$ cat config.mk
export PLATFORM = sky130hd
export DESIGN_NAME = keys_switches_flat
export DESIGN_NICKNAME = d
export VERILOG_FILES = /design/src/rtl/keys_switches_pkg.sv /design/src/rtl/keys_switches_if.sv /design/src/rtl/keys_switches_debounce_bit.sv /design/src/rtl/keys_switches.sv /design/src/flat_wrapper.sv
export SDC_FILE = /design/constraint.sdc
export NUM_CORES = 1
export LEC_CHECK = 0
export BUFFER_PORTS_ARGS = -buffer_cell sky130_fd_sc_hd__clkbuf_2
export CORE_ASPECT_RATIO = 0.5
export CORE_MARGIN = 2
export CORE_UTILIZATION = 35
export DETAILED_ROUTE_END_ITERATION = 8
export HOLD_SLACK_MARGIN = 0.02
export PLACE_DENSITY_LB_ADDON = 0.2
export SETUP_SLACK_MARGIN = 0.02
export SLEW_MARGIN = 10
export SYNTH_ARGS = -nofsm -noshare
export SYNTH_HDL_FRONTEND = slang
export SYNTH_SLANG_ARGS = --single-unit
$ cat constraint.sdc
create_clock -name CLK_50 -period 2.3 [get_ports CLK_50]
set_input_delay 0.23 -clock CLK_50 [delete_from_list [all_inputs] [get_ports CLK_50]]
set_output_delay 0.23 -clock CLK_50 [all_outputs]
set_load 0.005 [all_outputs]
$ cat src/rtl/keys_switches_pkg.sv
// ---------------------------------------------------------------------------
// keys_switches_pkg
// Shared constants for the key/switch debouncer:
//   NUM_KEYS, NUM_SW         - number of push-buttons and slide switches
//   TICK_DIV_DEFAULT         - clock cycles per debounce tick (1 kHz at 50 MHz)
//   DB_TICKS_DEFAULT         - ticks an input must stay changed to be accepted
//   cnt_width()              - ceil(log2(n)) with a floor of 1, used to size
//                              the prescaler and the per-bit debounce counters
// ---------------------------------------------------------------------------
package keys_switches_pkg;

  localparam int NUM_KEYS         = 4;
  localparam int NUM_SW           = 18;
  localparam int TICK_DIV_DEFAULT = 50000;
  localparam int DB_TICKS_DEFAULT = 10;

  // Bits needed to hold values 0..n-1; never less than one bit.
  function automatic int cnt_width(input int n);
    int w;
    w = 1;
    while ((1 << w) < n) w++;
    return w;
  endfunction

endpackage

$ cat src/rtl/keys_switches_if.sv
// ---------------------------------------------------------------------------
// keys_switches_if
// Bundles the raw board inputs and the debounced outputs of keys_switches.
//   KEY[3:0]         raw push-buttons, active-low
//   SW[17:0]         raw slide switches, active-high
//   KEY_DOWN[3:0]    debounced key level, 1 = pressed
//   KEY_PRESS[3:0]   one-cycle press pulse per key
//   KEY_RELEASE[3:0] one-cycle release pulse per key
//   SW_STATE[17:0]   debounced switch levels
//   SW_CHANGE        one-cycle pulse when any debounced switch changes
// master: drives the raw inputs (board / bench); slave: the debouncer.
// ---------------------------------------------------------------------------
interface keys_switches_if;
  import keys_switches_pkg::*;

  logic [NUM_KEYS-1:0] KEY;
  logic [NUM_SW-1:0]   SW;
  logic [NUM_KEYS-1:0] KEY_DOWN;
  logic [NUM_KEYS-1:0] KEY_PRESS;
  logic [NUM_KEYS-1:0] KEY_RELEASE;
  logic [NUM_SW-1:0]   SW_STATE;
  logic                SW_CHANGE;

  modport master (
    output KEY, SW,
    input  KEY_DOWN, KEY_PRESS, KEY_RELEASE, SW_STATE, SW_CHANGE
  );

  modport slave (
    input  KEY, SW,
    output KEY_DOWN, KEY_PRESS, KEY_RELEASE, SW_STATE, SW_CHANGE
  );

endinterface

$ cat src/rtl/keys_switches_debounce_bit.sv
// ---------------------------------------------------------------------------
// debounce_bit
// Two-flop synchronizer followed by a tick-counting debouncer for one input.
//   clk       clock
//   rst_n     asynchronous active-low reset
//   tick_i    shared debounce tick (one cycle wide)
//   raw_i     raw asynchronous input
//   stable_o  debounced value (registered)
//   upd_o     high in the cycle before stable_o flips; lets the parent
//             register edge pulses that line up with the new stable value
// Parameters: DB_TICKS  consecutive ticks of disagreement needed to accept
//             RESET_VAL idle level loaded into synchronizer and stable value
// ---------------------------------------------------------------------------
module debounce_bit
  import keys_switches_pkg::*;
#(
  parameter int   DB_TICKS  = DB_TICKS_DEFAULT,
  parameter logic RESET_VAL = 1'b0
) (
  input  logic clk,
  input  logic rst_n,
  input  logic tick_i,
  input  logic raw_i,
  output logic stable_o,
  output logic upd_o
);

  localparam int CNT_W = cnt_width(DB_TICKS);
  localparam logic [CNT_W-1:0] CNT_LAST = CNT_W'(DB_TICKS - 1);

  logic             sync1_q, sync2_q;
  logic             stable_q, stable_d;
  logic [CNT_W-1:0] cnt_q, cnt_d;
  logic             upd;

  always_comb begin
    stable_d = stable_q;
    cnt_d    = cnt_q;
    upd      = 1'b0;
    if (sync2_q == stable_q) begin
      // Any agreement, even for a single cycle, restarts the count.
      cnt_d = '0;
    end else if (tick_i) begin
      if (cnt_q == CNT_LAST) begin
        stable_d = sync2_q;
        cnt_d    = '0;
        upd      = 1'b1;
      end else begin
        cnt_d = cnt_q + 1'b1;
      end
    end
  end

  always_ff @(posedge clk or negedge rst_n) begin
    if (!rst_n) begin
      sync1_q  <= RESET_VAL;
      sync2_q  <= RESET_VAL;
      stable_q <= RESET_VAL;
      cnt_q    <= '0;
    end else begin
      sync1_q  <= raw_i;
      sync2_q  <= sync1_q;
      stable_q <= stable_d;
      cnt_q    <= cnt_d;
    end
  end

  assign stable_o = stable_q;
  assign upd_o    = upd;

endmodule

$ cat src/rtl/keys_switches.sv
// ---------------------------------------------------------------------------
// keys_switches
// Debounces the 4 board push-buttons and 18 slide switches and produces
// level outputs plus one-cycle press/release/change pulses.
//   CLK_50   single clock, rising edge
//   RESET    asynchronous active-low reset
//   bus      keys_switches_if.slave: KEY/SW in, KEY_DOWN/KEY_PRESS/
//            KEY_RELEASE/SW_STATE/SW_CHANGE out (all registered)
// Parameters: TICK_DIV clock cycles per debounce tick (>= 2)
//             DB_TICKS ticks of disagreement before a new level is accepted
// ---------------------------------------------------------------------------
module keys_switches
  import keys_switches_pkg::*;
#(
  parameter int TICK_DIV = TICK_DIV_DEFAULT,
  parameter int DB_TICKS = DB_TICKS_DEFAULT
) (
  input logic           CLK_50,
  input logic           RESET,
  keys_switches_if.slave bus
);

  localparam int PRE_W = cnt_width(TICK_DIV);
  localparam logic [PRE_W-1:0] PRE_LAST = PRE_W'(TICK_DIV - 1);

  logic [PRE_W-1:0]    presc_q, presc_d;
  logic                tick;

  logic [NUM_KEYS-1:0] key_stable, key_upd;
  logic [NUM_SW-1:0]   sw_stable, sw_upd;

  logic [NUM_KEYS-1:0] key_press_q, key_press_d;
  logic [NUM_KEYS-1:0] key_release_q, key_release_d;
  logic                sw_change_q, sw_change_d;

  // Shared prescaler: one tick per TICK_DIV cycles for all 22 debouncers.
  assign tick = (presc_q == PRE_LAST);

  always_comb begin
    presc_d = presc_q + 1'b1;
    if (tick) presc_d = '0;
  end

  genvar gi;
  generate
    // Keys idle high (released), so they reset to 1.
    for (gi = 0; gi < NUM_KEYS; gi++) begin : g_key
      debounce_bit #(
        .DB_TICKS  (DB_TICKS),
        .RESET_VAL (1'b1)
      ) u_db (
        .clk      (CLK_50),
        .rst_n    (RESET),
        .tick_i   (tick),
        .raw_i    (bus.KEY[gi]),
        .stable_o (key_stable[gi]),
        .upd_o    (key_upd[gi])
      );
    end

    for (gi = 0; gi < NUM_SW; gi++) begin : g_sw
      debounce_bit #(
        .DB_TICKS  (DB_TICKS),
        .RESET_VAL (1'b0)
      ) u_db (
        .clk      (CLK_50),
        .rst_n    (RESET),
        .tick_i   (tick),
        .raw_i    (bus.SW[gi]),
        .stable_o (sw_stable[gi]),
        .upd_o    (sw_upd[gi])
      );
    end
  endgenerate

  // An update always flips the stable value, so the current stable level
  // tells the direction: stable key 1 -> 0 is a press, 0 -> 1 a release.
  // Pulses are registered on the same edge as the stable value, so each
  // pulse coincides with the first cycle of the new level.
  always_comb begin
    key_press_d   = key_upd & key_stable;
    key_release_d = key_upd & ~key_stable;
    sw_change_d   = |sw_upd;
  end

  always_ff @(posedge CLK_50 or negedge RESET) begin
    if (!RESET) begin
      presc_q       <= '0;
      key_press_q   <= '0;
      key_release_q <= '0;
      sw_change_q   <= 1'b0;
    end else begin
      presc_q       <= presc_d;
      key_press_q   <= key_press_d;
      key_release_q <= key_release_d;
      sw_change_q   <= sw_change_d;
    end
  end

  assign bus.KEY_DOWN    = ~key_stable;
  assign bus.SW_STATE    = sw_stable;
  assign bus.KEY_PRESS   = key_press_q;
  assign bus.KEY_RELEASE = key_release_q;
  assign bus.SW_CHANGE   = sw_change_q;

endmodule

$ cat src/flat_wrapper.sv
// flat-port wrapper written by rule: the top's interface ports become plain ports
module keys_switches_flat import keys_switches_pkg::*;
#(
  parameter int TICK_DIV = TICK_DIV_DEFAULT,
  parameter int DB_TICKS = DB_TICKS_DEFAULT
)
  (CLK_50, RESET, bus_KEY, bus_SW, bus_KEY_DOWN, bus_KEY_PRESS, bus_KEY_RELEASE, bus_SW_STATE, bus_SW_CHANGE);
  keys_switches_if bus_i ();
  input logic CLK_50;
  input logic RESET;
  input wire logic [$bits(bus_i.KEY)-1:0] bus_KEY;
  input wire logic [$bits(bus_i.SW)-1:0] bus_SW;
  output wire logic [$bits(bus_i.KEY_DOWN)-1:0] bus_KEY_DOWN;
  output wire logic [$bits(bus_i.KEY_PRESS)-1:0] bus_KEY_PRESS;
  output wire logic [$bits(bus_i.KEY_RELEASE)-1:0] bus_KEY_RELEASE;
  output wire logic [$bits(bus_i.SW_STATE)-1:0] bus_SW_STATE;
  output wire logic [$bits(bus_i.SW_CHANGE)-1:0] bus_SW_CHANGE;
  assign bus_i.KEY = bus_KEY;
  assign bus_i.SW = bus_SW;
  assign bus_KEY_DOWN = bus_i.KEY_DOWN;
  assign bus_KEY_PRESS = bus_i.KEY_PRESS;
  assign bus_KEY_RELEASE = bus_i.KEY_RELEASE;
  assign bus_SW_STATE = bus_i.SW_STATE;
  assign bus_SW_CHANGE = bus_i.SW_CHANGE;
  keys_switches #(.TICK_DIV(TICK_DIV), .DB_TICKS(DB_TICKS)) u_core (.CLK_50(CLK_50), .RESET(RESET), .bus(bus_i));
endmodule
## After elaboration in Yosys (flattened, before gate mapping)

Cells that the tools add are included.

- $add $sub $neg: 23
- Eq/ne operators: 45
- Multiplexer cells: 133
- Bitwise operators: 25
- Reduce and logical (&&, ||, !) cells: 45

Operators with widths:

| kind | count |
|---|---|
| $mux 4 | 66 |
| $add 4x1->4 const B | 22 |
| $eq 4x4->1 const B | 22 |
| $mux 1 | 66 |
| $reduce_and 3->1 | 22 |
| $reduce_bool 2->1 | 22 |
| $eq 1x1->1 | 22 |
| $not 1->1 | 22 |
| $reduce_or 18->1 | 1 |
| $add 16x1->16 const B | 1 |
| $eq 16x16->1 const B | 1 |
| $mux 16 | 1 |
| $and 4x4->4 | 2 |
| $not 4->4 | 1 |

- Flip-flop bits (word level): 179
- Output and inout bits: 31
- Word-level logic and storage cells: 363

## Depth between registers and ports, before layout

Gate-level depths: netlist (run 1).

- Depth in word-level cells: 5
- Depth in mapped cells: 8
- Gate-level depth less buffers: 7

## Cells and area by module

Synthesis (run 1) repeated with hierarchy kept, for this count alone.

- Cells, all modules: 690
- Area total of the unflattened synthesis: 7942.6 sq um

By module, submodules not included:

| module | times used | cells each | area each (sq um) |
|---|---|---|---|
| debounce_bit at u_core.g_sw[0].u_db ... | 18 | 27 | 309.0 |
| debounce_bit at u_core.g_key[0].u_db ... | 4 | 27 | 312.8 |
| keys_switches | 1 | 96 | 1128.6 |

## Least setup slack after synthesis (run 1)

OpenSTA, ideal clock, no wires.

- Path kind: reg-to-reg
- From: register u_core.presc_q[0]
- To: register u_core.g_sw[13].u_db.cnt_q[2]
- Setup time: 78 ps
- Arrival time: 1640 ps
- Required time: 2222 ps
- Setup slack: 583 ps
- Stages on the path, launching flop included: 9
- Clock period less this slack: 1717 ps
- Cells stage by stage: dfrtp_1 ha_1 and3_1 and4_1 buf_4 buf_6 nand2_1 or3_1 a21oi_1

- Cells in the longest elaborated chain, start to end: 2

Ends and longest elaborated chain:

| item | line | text |
|---|---|---|
| start, declared | keys_switches.sv:26 | `logic [PRE_W-1:0] presc_q, presc_d;` |
| start signal, assigned | keys_switches.sv:93 | `presc_q <= presc_d;` |
| $eq 16x16->1 | keys_switches.sv:37 | `assign tick = (presc_q == PRE_LAST);` |
| $reduce_bool 2->1 (no source line) | - |  |
| end signal, assigned | keys_switches_debounce_bit.sv:64 | `cnt_q <= cnt_d;` |
| end, declared | keys_switches_debounce_bit.sv:33 | `logic [CNT_W-1:0] cnt_q, cnt_d;` |

Every way passes these cells.
A chain may end at the register's enable or synchronous reset.

## Final worst setup path (run 1)

- From: register u_core.presc_q[0]
- To: register u_core.g_sw[8].u_db.cnt_q[2]

- Cells in the longest elaborated chain, start to end: 2

Ends and longest elaborated chain:

| item | line |
|---|---|
| $eq 16x16->1 | keys_switches.sv:37 |
| $reduce_bool 2->1 (no source line) | - |
| end signal, assigned | keys_switches_debounce_bit.sv:64 |
| end, declared | keys_switches_debounce_bit.sv:33 |

Every way passes these cells.

==> impl_results.md, run 1 <==
- Critical path endpoint: u_core.g_sw[8].u_db.cnt_q[2]
- Worst-Skew Late Latency: 0.44 ns
- Routed Antenna Nets: 0
- Routability congestion estimate: 0.7574
- Residual DRC: 0
- Worst Skew: 0.01272 ns
- Top cell type's share of synthesized area: 50.74%
- Sw Pwr: 1375 uW
- FMAX: 0.4886 GHz
- First-pass GRT wire length: 27120 um
- Critical path data arrival time: 2.41 ns
- CP endpoint kind: flip-flop
- Rows: 39
- CP Launch Type: flip-flop
- CP Max Fanout: 41
- Synthesized area: 8235 sq um
- Worst reg2reg setup slack: 0.25 ns
- Seq cells post-synth: 179
- Share of the yosys chip area belonging to registers: 54.57%
- Final net count: 976
- DIE WIDTH: 220.9 um
- Core Area: 22930 sq um
- H-tree Lvls: 4
- Run status: completed
- # setup viols final: 0
- CTS resizes: 0
- Setup crit start: u_core.presc_q[0]
- Worst path buffer plus inverter count: 1
- Crit path max-delay family: simple AND/OR/NAND/NOR gates
- Syn Area/Cell: 9.875 sq um
- N_diodes: 0
- Drt first-iter violations: 368
- Clock Power Share: 47.0%
- HP Class: in -> async
- Sw Ratio: 21.51%
- Area grow syn2layout: 17.37%
- Gr usage total: 13.48%
- EDFF count, synth: 0
- Worst r2r dst: u_core.g_sw[8].u_db.cnt_q[2]
- Num Clock Sinks: 179
- Ys flop type: dfrtp_1
- Final Util: 42.14%
- Slew @ Worst Pin: 0.5610 ns
- Worst r2r src: u_core.presc_q[0]
- Asr flop ratio synth: 100.0%
- Top-count cell post-synth: dfrtp_1
- Combinational cell fraction of total power: 2.8%
- Worst vdd ir: 0.0003030 V
- Starting Density: 35.91%
- Final Hold Vio Count: 0
- I/O pin count: 55
- Max incr delay on CP: 0.40 ns
- Final WL: 15540 um
- Die Ht: 112.5 um
- Critical path type: reg -> reg
- CTS root buffer: clkbuf_16
- Final HPWL DP: 10140 um
- Vias in the first global route: 5598
- Seq pwr share: 50.3%
- Top cells by count, synth: dfrtp_1, nor2_1, nand2_1, a21oi_1, nor3_1
- Worst R2R Path Depth: 7
- Rel. slew slack: 62.26%
- CP cell instances: ha_1 -> and3_1 -> and4_2 -> buf_12 -> nand2_1 -> or3_1 -> a21oi_1
- PD cells: 661.3 nW/um^2
- Fin Setup TNS: 0 ns
- Mapped Nets: 903
- Reg clk slew, reported paths: 0.07 ns
- CTS tree: done
- RSZ-0062 raised after global routing: no
- Slew Viols, Final: 0
- Pin count of the biggest net entering global routing: 85
- Leakage Power: 0.004389 uW
- Crit path max-delay cell type: dfrtp_1
- CP required: 2.67 ns
- Max Buffers Root-to-Sink: 2
- Yosys cell types: 36
- Total grt overflow: 0
- Final period util: 88.99%
- Cells after synthesis: 834
- Final min period: 2.047 ns
- Initial DRT Pass Iterations: 4
- Setup bufs post-CTS: 0
- Via-per-instance ratio: 4.732
- WP depth: 7
- Vias: 5806
- Max-Cap Viols: 0
- Synth top area cells: dfrtp_1, ha_1, nor2_1, nand2_1, a21oi_1
- Initial antenna violation count: 0
- YS warnings: 0
- Cell taking the most area after synthesis: dfrtp_1
- Layout cells sized above 1: 15.54%
- Inserted Clock Buffers: 17
- Int Pwr: 5018 uW
- Port bufs: 54
- WL/cell: 12.66 um
- Die area: 24850 sq um
-- state kept, by name (all words and copies together), names as in the netlist --
register / flops
u_core.bus.KEY_PRESS: 4
u_core.bus.KEY_RELEASE: 4
u_core.bus.SW_CHANGE: 1
u_core.g_sw.u_db.sync1_q: 18
u_core.g_sw.u_db.cnt_q: 72
u_core.g_key.u_db.stable_o: 4
u_core.g_key.u_db.cnt_q: 16
u_core.g_sw.u_db.stable_o: 18
u_core.g_sw.u_db.sync2_q: 18
u_core.g_key.u_db.sync2_q: 4
u_core.g_key.u_db.sync1_q: 4
u_core.presc_q: 16
-- cell usage in the layout (no fill, tap or decap), types with 2 or more instances in the layout --
master         netlist  routed
dfrtp_1            167     167
nor2_1             113     113
nand3b_1             2       2
o21ai_0             21      21
a311oi_1            21      21
clkbuf_16            0      17
clkinv_2             0       3
or3_1               23      23
dfstp_2             12      12
clkbuf_8             0       6
dlygate4sd3_1        0      23
nand3_1             46      46
bufinv_16            0       2
o22ai_1              7       7
or2_2               16      16
and2_1               2       2
nand2_1            110     110
and4bb_2             2       2
buf_4               19      14
nor3_1              52      52
ha_1                45      45
inv_1               26      26
mux2_2               4       4
clkbuf_2             0      53
a41oi_1              3       3
nor3b_1              4       4
a31o_2               3       3
xor2_1               8       8
xnor2_1             27      27
buf_12               0       4
inv_6                0       3
and3_1               3       3
a21oi_1             68      68
-- power by group through the flow --
| stage | clock, uW | combinational [uW] | sequential, uW |
|---|---|---|---|
| global route | 3230 | 203 | 3220 |
| detailed placement | 0 | 154 | 3270 |
| finish | 3000 | 177 | 3210 |
| global placement | 0 | 153 | 3270 |
| floorplan | 0 | 33.3 | 3270 |
| CTS | 3100 | 185 | 3210 |
-- routing by layer --
layer | vias to the layer above | global-route usage, % | part of all wire (%)
met2 | 46 | 20.96 | 44
met4 | 0 | 4.430 | 1.2
li1 | 2977 | - | -
met5 | - | 0 | 0
met1 | 2773 | 18.12 | 52
met3 | 10 | 4.031 | 3.2
-- layout make-up --
class                      instances  area, sq um
inverter                          26        97.59
fill                            2199        13270
timing repair buffer              95        694.4
multi-input combinational        588         3383
clock buffer                      22        494.2
tap                              307        384.1
sequential                       179         4494
clock inverter                    10        117.6
-- timing repair --
action | 4_1_cts | 5_1_grt
setup endpoints to repair | 0 | 0
hold buffers | 23 | 0
hold endpoints to repair | 70 | 0
-- metrics by stage --
step | hold slack (ns) | cells | total power [uW] | setup WS, ns | cell area [sq um]
finish | 0.3094 | 1227 | 6392 | 0.2532 | 9666
global placement | 0.2304 | 1172 | 3425 | 0.3338 | 8823
CTS | 0.3129 | 1227 | 6499 | 0.2619 | 9666
detailed placement | 0.2333 | 1172 | 3428 | 0.2603 | 8823
floorplan | -0.06559 | 834 | 3301 | 0.5825 | 8235
global route | 0.3416 | 1227 | 6653 | 0.05034 | 9666
-- kinds of logic after synthesis --
family | synth area share (%)
buffers and inverters | 4.360
and+or+nand+nor | 20.86
adders and majority gates | 6.837
xor gates and xnor gates | 3.722
muxes | 0.5469
DFF | 54.57
AOI/OAI and AO/OA | 9.101
-- worst min path at each step --
stage | startpoint | endpoint | slack (ns) | cells past startpoint
2_1_floorplan | RESET | u_core.bus.KEY_PRESS[0] | -0.07 | 0
3_3_place_gp | RESET | u_core.g_key[2].u_db.cnt_q[1] | 0.23 | 1
3_5_place_dp | RESET | u_core.g_key[2].u_db.cnt_q[1] | 0.23 | 1
4_1_cts | RESET | u_core.g_sw[7].u_db.sync1_q | 0.31 | 2
5_1_grt | RESET | u_core.g_sw[7].u_db.sync1_q | 0.34 | 2
6_report | RESET | u_core.g_key[2].u_db.cnt_q[1] | 0.31 | 2
Note: power is estimated with default switching activity, not from simulation.
==> run 2: changes to the inputs <==
--- a/config.mk
+++ b/config.mk
@@ -5,7 +5,7 @@
 export SDC_FILE = /design/constraint.sdc
 export NUM_CORES = 1
 export LEC_CHECK = 0
-export BUFFER_PORTS_ARGS = -buffer_cell sky130_fd_sc_hd__clkbuf_2
+export BUFFER_PORTS_ARGS = -buffer_cell sky130_fd_sc_hd__buf_2
 export CORE_ASPECT_RATIO = 0.5
 export CORE_MARGIN = 2
 export CORE_UTILIZATION = 35
==> run 2 against run 1 <==
Effect of this change: sequential cell count did not move; global-route usage rose by 0.18 points; die area did not move; maximum frequency barely moved; clock power barely moved; clock skew fell by 0.0023 ns; via count rose by 0.50%; critical path depth did not move; critical path type unchanged; largest cell class unchanged; largest power group unchanged; highest routed layer unchanged.
==> impl_results.md, run 2 (synthesized netlist as in run 1, its figures left out) <==
- Final WL: 15600 um (was 15540 um)
- Slew Viols, Final: 0 (unchanged)
- Fin area: 9643 sq um (was 9666 sq um)
- Met2 usage: 21.10% (was 20.96%)
- Rel. slew slack: 60.52% (was 62.26%)
- Most frequent cells in the layout: dfrtp_1, nor2_1, nand2_1 (unchanged)
- Worst-Skew Late Latency: 0.43 ns (was 0.44 ns)
- Layout cells sized above 1: 15.05% (was 15.54%)
- Routability congestion estimate: 0.7768 (was 0.7574)
- Initial antenna violation count: 0 (unchanged)
- CTS tree: done (unchanged)
- FMAX: 0.4889 GHz (was 0.4886 GHz)
- Total grt overflow: 0 (unchanged)
- Final Hold Vio Count: 0 (unchanged)
- # setup viols final: 0 (unchanged)
- CP Max Fanout: 46 (was 41)
- Initial DRT Pass Iterations: 4 (unchanged)
- Slew @ Worst Pin: 0.5869 ns (was 0.5610 ns)
- CP Launch Type: flip-flop (unchanged)
- Pre-CTS setup slack: 0.2522 ns (was 0.2603 ns)
- Worst vdd ir: 0.0003965 V (was 0.0003030 V)
- Die Ht: 112.5 um (unchanged)
- CTS resizes: 0 (unchanged)
- Max reg flops: 72 (unchanged)
- Setup ws final: 0.2545 ns (was 0.2532 ns)
- M3 GR Usage: 4.215% (was 4.031%)
- Worst reg2reg setup slack: 0.25 ns (about the same)
- Reg clk slew, reported paths: 0.06 ns (was 0.07 ns)
- Inserted Clock Buffers: 17 (unchanged)
- Area grow syn2layout: 17.09% (was 17.37%)
- Critical path type: reg -> reg (unchanged)
- Leakage Power: 0.004386 uW (was 0.004389 uW)
- HP Class: in -> async (unchanged)
- Die area: 24850 sq um (unchanged)
- Vias in the first global route: 5695 (was 5598)
- CP required: 2.66 ns (was 2.67 ns)
- Register area: 4494 sq um (unchanged)
- Most Crowded Layer GR: met2 (unchanged)
- Max-Cap Viols: 0 (unchanged)
- Drt first-iter violations: 422 (was 368)
- Port bufs: 54 (unchanged)
- Routed Antenna Nets: 0 (unchanged)
- DIE WIDTH: 220.9 um (unchanged)
- Via-per-instance ratio: 4.767 (was 4.732)
- Biggest register: u_core.g_sw.u_db.cnt_q (unchanged)
- Pin count of the biggest net entering global routing: 87 (was 85)
- Critical path data arrival time: 2.40 ns (was 2.41 ns)
- Vias: 5835 (was 5806)
- Final net count: 973 (was 976)
- First-pass GRT wire length: 27740 um (was 27120 um)
- Worst R2R Path Depth: 7 (unchanged)
- Residual DRC: 0 (unchanged)
- H-tree Lvls: 4 (unchanged)
- Core Area: 22930 sq um (unchanged)
- I/O pin count: 55 (unchanged)
- Worst Skew: 0.01043 ns (was 0.01272 ns)
- Most common cell after layout, fill and taps aside: dfrtp_1 (unchanged)
- Run status: completed (unchanged)
- Final HPWL DP: 10270 um (was 10140 um)
- N_diodes: 0 (unchanged)
- Max Buffers Root-to-Sink: 2 (unchanged)
- WL/cell: 12.75 um (was 12.66 um)
- PD cells: 661.1 nW/um^2 (was 661.3 nW/um^2)
- Placed instance area: 8811 sq um (was 8823 sq um)
- Global routing usage on met1: 18.49% (was 18.12%)
- Fill count: 2196 (was 2199)
- Rows: 39 (unchanged)
- Final min period: 2.046 ns (was 2.047 ns)
- Gr usage total: 13.66% (was 13.48%)
- CP endpoint kind: flip-flop (unchanged)
- Footprint of the multi-input gates: 3383 sq um (unchanged)
- Num Clock Sinks: 179 (unchanged)
- CTS root buffer: clkbuf_16 (unchanged)
- Starting Density: 35.91% (unchanged)
- Final period util: 88.94% (was 88.99%)
- RSZ-0062 raised after global routing: no (unchanged)
- Fin Hold WS: 0.3073 ns (was 0.3094 ns)
- Fin Setup TNS: 0 ns (unchanged)
-- run 2: changes by cell type in the layout (fill, tap and decap cells not counted), sizes merged --
cell / previous run / this run
buf: 18 / 69
bufinv: 2 / 3
clkbuf: 76 / 20
clkinv: 4 / 5
-- run 2: through the flow --
stage | util (%) | power (uW) | instances
2_1_floorplan | - | 3301 | 834
3_3_place_gp | 38.42 | 3423 | 1169
3_5_place_dp | 38.42 | 3423 | 1169
4_1_cts | 42.05 | 6499 | 1224
5_1_grt | 42.05 | 6669 | 1224
6_report | 42.05 | 6375 | 1224
-- run 2: report_power, final --
part / internal (uW) / leakage [uW] / switching (uW)
registers: 3190 / 0.00236 / 20.9
clock network: 1750 / 0.000296 / 1240
logic: 70.1 / 0.00173 / 102
-- run 2: what timing repair did --
item,CTS,global route
buffers inserted,0,0
endpoints found under the hold margin,61,0
hold buffers,23,0
setup endpoints to repair,0,0
-- run 2: worst max-delay path: stages, from the launching register on --
cell     delay [ns]
dfrtp_1        0.38
ha_1           0.22
and3_1         0.24
and4_2         0.30
buf_12         0.25
nand2_1        0.10
or3_1          0.32
a21oi_1        0.12
-- run 2: worst paths after layout --
kind                                        startpoint                      endpoint
max in group asynchronous                        RESET  u_core.g_sw[6].u_db.cnt_q[3]
min                                              RESET   u_core.g_sw[7].u_db.sync1_q
max                                  u_core.presc_q[0]  u_core.g_sw[5].u_db.cnt_q[2]
max reg2reg                          u_core.presc_q[0]  u_core.g_sw[5].u_db.cnt_q[2]
min in group CLK_50        u_core.g_sw[1].u_db.sync1_q   u_core.g_sw[1].u_db.sync2_q
min reg2reg                u_core.g_sw[1].u_db.sync1_q   u_core.g_sw[1].u_db.sync2_q
-- run 2: metal layers --
layer	up-vias	wire length [um]	part of all wire [%]
li1	2983	-	-
met1	2786	7955	51
met2	54	6960	45
met3	12	529	3.4
met4	0	155	0.99
met5	-	0	0
-- run 2: layout make-up --
type | instances | share of cell area (%)
Sequential cell | 179 | 46.61
Multi-Input combinational cell | 588 | 35.08
Timing Repair Buffer | 92 | 7.071
Clock buffer | 20 | 4.632
Tap cell | 307 | 3.983
Clock inverter | 12 | 1.609
Inverter | 26 | 1.012
